<file path="src/rtl/seq_booth_multiplier.sv">
// Sequential radix-2 Booth multiplier: one add/sub-and-shift step per cycle, start/done handshake,
// signed or unsigned operands selected at elaboration.
module seq_booth_multiplier #(
    parameter int unsigned WIDTH  = 32,
    parameter bit          SIGNED = 1'b1
) (
    input  logic                 clk,
    input  logic                 rst,
    input  logic                 start,
    input  logic [WIDTH-1:0]     a,
    input  logic [WIDTH-1:0]     b,
    output logic                 busy,
    output logic                 done,
    output logic [2*WIDTH-1:0]   product
);

    // Unsigned operands get one extra bit so the Booth recoding sees a zero sign bit.
    localparam int unsigned N  = SIGNED ? WIDTH : WIDTH + 1;
    localparam int unsigned CW = $clog2(N + 1);
    localparam int unsigned PW = 2 * WIDTH;

    typedef enum logic [1:0] {StIdle, StCalc, StDone} state_e;

    state_e state_q, state_d;

    logic [N:0]     m_q, acc_q;
    logic [N-1:0]   q_q;
    logic           qm1_q;
    logic [CW-1:0]  cnt_q;
    logic [PW-1:0]  product_q;

    logic [N:0]     a_ext, b_ext;
    logic [N:0]     sum;
    logic [N:0]     acc_sh;
    logic [N-1:0]   q_sh;
    logic [PW-1:0]  prod_nx;
    logic           accept;

    assign a_ext = {{(N + 1 - WIDTH){SIGNED && a[WIDTH-1]}}, a};
    assign b_ext = {{(N + 1 - WIDTH){SIGNED && b[WIDTH-1]}}, b};

    assign accept = start && (state_q != StCalc);

    always_comb begin
        unique case ({q_q[0], qm1_q})
            2'b01:   sum = acc_q + m_q;
            2'b10:   sum = acc_q - m_q;
            default: sum = acc_q;
        endcase
    end

    assign acc_sh  = {sum[N], sum[N:1]};
    assign q_sh    = {sum[0], q_q[N-1:1]};
    assign prod_nx = PW'({acc_sh, q_sh});

    always_ff @(posedge clk or posedge rst) begin
        if (rst) begin
            state_q <= StIdle;
        end else begin
            state_q <= state_d;
        end
    end

    always_comb begin
        state_d = state_q;
        unique case (state_q)
            StIdle: if (start) state_d = StCalc;
            StCalc: if (cnt_q == CW'(1)) state_d = StDone;
            StDone: state_d = start ? StCalc : StIdle;
            default: state_d = StIdle;
        endcase
    end

    always_comb begin
        busy    = (state_q == StCalc);
        done    = (state_q == StDone);
        product = product_q;
    end

    always_ff @(posedge clk or posedge rst) begin
        if (rst) begin
            m_q       <= '0;
            acc_q     <= '0;
            q_q       <= '0;
            qm1_q     <= 1'b0;
            cnt_q     <= '0;
            product_q <= '0;
        end else if (accept) begin
            m_q   <= a_ext;
            acc_q <= '0;
            q_q   <= b_ext[N-1:0];
            qm1_q <= 1'b0;
            cnt_q <= CW'(N);
        end else if (state_q == StCalc) begin
            acc_q <= acc_sh;
            q_q   <= q_sh;
            qm1_q <= q_q[0];
            cnt_q <= cnt_q - 1'b1;
            // Final step: capture the product as the FSM enters StDone.
            if (cnt_q == CW'(1)) begin
                product_q <= prod_nx;
            end
        end
    end

endmodule
</file>
<file path="config.mk">
export PLATFORM = sky130hd
export DESIGN_NAME = seq_booth_multiplier
export DESIGN_NICKNAME = d
export VERILOG_FILES = /design/src/rtl/seq_booth_multiplier.sv
export SDC_FILE = /design/constraint.sdc
export NUM_CORES = 1
export LEC_CHECK = 0
export BUFFER_PORTS_ARGS = -buffer_cell sky130_fd_sc_hd__buf_2
export CORE_ASPECT_RATIO = 0.8
export CORE_MARGIN = 2
export CORE_UTILIZATION = 40
export DETAILED_ROUTE_END_ITERATION = 8
export SLEW_MARGIN = 20
export SYNTH_ARGS = -nofsm -noshare
export SYNTH_HDL_FRONTEND = slang
export SYNTH_SLANG_ARGS = --single-unit
</file>
<file path="constraint.sdc">
create_clock -name clk -period 6.3 [get_ports clk]
set_clock_uncertainty 0.15 [all_clocks]
set_input_delay 0.315 -clock clk [delete_from_list [all_inputs] [get_ports clk]]
set_output_delay 0.315 -clock clk [all_outputs]
set_load 0.02 [all_outputs]
</file>
==> results.md <==
* Number of antenna violations at the first check in global routing at 0
* Avg WL per Cell at 15.0 µm
* Worst Max-Slew Pin Slew at 1050 ps
* HP Start: b[12]
* Util after Layout at 49.0%
* Global routing met2 resource utilization at 29.2%
* Worst path cell trace: inv_1 -> ha_1 -> nand2_1 -> nor3_1 -> nand2_1 -> nor4_1 -> nor2_1 -> xnor2_1 -> ha_1 -> and3_1 -> a221oi_1 -> o21bai_1 -> a41oi_2 -> o21ai_2 -> a221o_1 -> or4b_1 -> nand3_1
* Crit path max fanout at 7
* Slowest stage cell on the critical path: sky130_fd_sc_hd__nor3_1
* Final-report max-slew violation count at 0
* Register bit count reported by yosys at 169
* Grt ovf at 0
* Classification of the worst-slack hold path: input pin to flip-flop
* RSZ-0062 raised after global routing: false
* CP required at 6510 ps
* Final instance area at 11100 µm²
* Commonest cells in the netlist: sky130_fd_sc_hd__nand2_1, sky130_fd_sc_hd__dfrtp_1, sky130_fd_sc_hd__o21ai_0
* Final count of negative-setup-slack endpoints at 0
* Post-detailed-route via-to-cell ratio at 5.10
* Total routing resource utilization after global routing at 18.8%
* Largest delay share family, worst path: simple AND/OR/NAND/NOR gates
* Hold Fails Final Rpt at 0
* Final Wtd Congestion at 0.844
* Register Area at 4230 µm²
* Part of the Yosys area used for sequential elements at 45.6%
* Grt peak-use layer: met2
* Delay of the slowest cell on the worst path at 680 ps
* Remaining number of nets flagged by the antenna check after routing at 0
* Y dimension of the die at 140 µm
* Biggest area consumer among synthesized cells: sky130_fd_sc_hd__dfrtp_1
* Critical Path AT at 4900 ps
* Residual DRC at 0
* Highest achievable clock rate at 213 MHz
* Count of input and output buffers at 132
* Pin count of the biggest net entering global routing at 101
* Inserted Clock Buffers at 17
* Share of flip-flops with an asynchronous set or reset after synthesis at 100%
* Critical path endpoint category: flip-flop
* Fraction of synthesized cell area taken by the top area cell type at 45.6%
* Met3 track utilization from global routing at 4.42%
* Average cell area after synthesis at 9.05 µm²
* Crit start category: flip-flop
* Maximum number of buffers from clock root to sink at 2
* Ys Warns at 0
* Setup total negative slack at 0 ps
* Floorplan die area at 24400 µm²
* CP bufs+invs at 1
* Cell chosen for the clock root: sky130_fd_sc_hd__clkbuf_16
* Standard cell area after detailed placement at 10200 µm²
* Count of unique library cells instantiated by Yosys at 53
* Post-route setup slack at 1600 ps
* ANT cells at 0
* Post-CTS Setup Inserts at 0
* Number of detailed-routing iterations run before antenna repair at 5
* CTS H-Tree Depth at 4
* Number of sinks on the clock net at 169
* Sum of net half-perimeters after detailed placement at 14900 µm
* Result of the run: finished, final reports clean
* Number of enable flip-flop cells after synthesis at 0
* Number of ports placed on the die boundary at 133
* Most used standard cell by instance count after synthesis: sky130_fd_sc_hd__nand2_1
* Hold bufs inserted after CTS at 33
* # fillers at 2149
* Post-cts sizing count at 0
* Number of cells produced by synthesis at 1025
* Cell area after synthesis at 9270 µm²
* First-iteration detailed-routing DRC count at 431
* Area of the core at 22600 µm²
* Vias in the first global route at 7253
* Number of rows in the core area at 49
* Routed WL at 22200 µm
* Worst slew slack as a fraction of its limit at 29.7%
* Final #Nets at 1268
* Primary flip-flop cell chosen by synthesis mapping: sky130_fd_sc_hd__dfrtp_1
* Share of final-layout standard cells stronger than drive strength 1 at 18.6%
* Source-to-sink clock delay at the later pin of the worst-skew pair at 430 ps
* Number of nets in the synthesized netlist at 1129
* Minimum clock period at 4700 ps
* Largest cells by area after synthesis: sky130_fd_sc_hd__dfrtp_1, sky130_fd_sc_hd__nand2_1, sky130_fd_sc_hd__ha_1
* Beginning of the worst register-to-register path: m_q[0]$_DFFE_PP0P_
* Clock tree from TritonCTS: done
* Effective utilization at floorplan at 41.0%
* Worst Setup Path Type: flip-flop to flip-flop
* Final worst-path cycle share at 74.5%
* Area growth from synthesis to layout at 19.5%
* First-pass GRT wire length at 37000 µm
* Dpl ws at 1620 ps
* Area occupied by multi-input gates at 4760 µm²
* Count of vias placed by the detailed router at 7565
* Number of max-cap violations at 0
* Met1 usage in global routing at 26.5%
* Horizontal die dimension at 174 µm
* Clock-pin slew on the worst setup and hold paths at 70 ps
* CP startpoint: m_q[0]$_DFFE_PP0P_
==> cell families (layout without fill, tap and decap cells) <==
logic type | after synthesis | in the layout | share of synthesized area [%]
DFF | 169 | 169 | 45.6
buffers and inverters | 77 | 228 | 3.12
muxes | 78 | 78 | 8.93
and+or+nand+nor | 394 | 394 | 18.9
xor gates and xnor gates | 57 | 57 | 5.38
AOI/OAI and AO/OA | 213 | 213 | 13.0
adders and majority gates | 37 | 37 | 5.07
==> flip-flops by register name, indices dropped and copies added (netlist names) <==
signal and flops:
q_q 32, product 64, state_q 2, qm1_q 1
cnt_q 6, acc_q 32, m_q 32
==> final cells by class <==
type	instances	share of cell area (%)
clock buffer	22	4.19
clock inverter	9	0.858
inverter	23	0.824
multi-input combinational	779	43.0
sequential	169	38.2
tap	306	3.46
timing repair buffer	174	9.55
==> routing by layer <==
metal,vias up,share of wire [%]
li1,3813,-
met1,3585,50
met2,152,44
met3,15,5.0
met4,0,1.0
met5,-,0
==> tightest hold or removal path, stage by stage <==
cell and delay, ps:
sky130_fd_sc_hd__buf_2 70, sky130_fd_sc_hd__mux2i_1 50, sky130_fd_sc_hd__o21ai_0 130
==> per-stage QoR <==
step,hold WS (ps),instances
after global placement,255,1418
after detailed placement,256,1418
final,24.3,1482
after CTS,6.82,1482
after floorplan,303,1025
after global routing,30.4,1482
==> placed cells by master (no fill, tap or decap), types with 3 or more instances in the layout <==
master,synthesis,final
sky130_fd_sc_hd__nand2_1,228,227
sky130_fd_sc_hd__dfrtp_1,169,169
sky130_fd_sc_hd__buf_2,0,132
sky130_fd_sc_hd__o21ai_0,85,85
sky130_fd_sc_hd__a21oi_1,60,60
sky130_fd_sc_hd__nor2_1,48,48
sky130_fd_sc_hd__xnor2_1,41,41
sky130_fd_sc_hd__mux2i_1,40,40
sky130_fd_sc_hd__mux2_2,38,38
sky130_fd_sc_hd__nand3_1,36,36
sky130_fd_sc_hd__ha_1,36,35
sky130_fd_sc_hd__dlygate4sd3_1,0,33
sky130_fd_sc_hd__inv_1,21,19
sky130_fd_sc_hd__nor3_1,19,19
sky130_fd_sc_hd__clkbuf_16,0,17
sky130_fd_sc_hd__xor2_1,16,16
sky130_fd_sc_hd__a31oi_1,15,15
sky130_fd_sc_hd__and3_1,15,15
sky130_fd_sc_hd__a21o_1,13,13
sky130_fd_sc_hd__nand2b_1,12,12
sky130_fd_sc_hd__o21ai_1,11,11
sky130_fd_sc_hd__buf_4,0,9
sky130_fd_sc_hd__o21bai_1,6,6
sky130_fd_sc_hd__clkinv_4,0,6
sky130_fd_sc_hd__nor2b_1,5,5
sky130_fd_sc_hd__and2_1,5,5
sky130_fd_sc_hd__a211oi_1,4,4
sky130_fd_sc_hd__and3b_1,4,4
sky130_fd_sc_hd__o31ai_1,4,4
sky130_fd_sc_hd__nor4_1,4,4
sky130_fd_sc_hd__nand4_1,3,3
sky130_fd_sc_hd__inv_2,2,3
sky130_fd_sc_hd__or3_1,3,3
sky130_fd_sc_hd__or4_1,3,3
sky130_fd_sc_hd__clkbuf_1,41,3
==> path summary, 6_finish.rpt <==
check | endpoint | slack, ps | cells past startpoint
max | acc_q[30]$_DFFE_PP0P_ | 1600 | 17
min | q_q[12]$_DFFE_PP0P_ | 20 | 3
max reg2reg | acc_q[30]$_DFFE_PP0P_ | 1600 | 17
min reg2reg | product[23]$_DFFE_PP0P_ | 320 | 2
max in group asynchronous | product[51]$_DFFE_PP0P_ | 4410 | 4
min in group asynchronous | product[60]$_DFFE_PP0P_ | 350 | 3
Power is not shown: default switching activity piles up to over one toggle a cycle in this logic, so the estimate is an artifact.
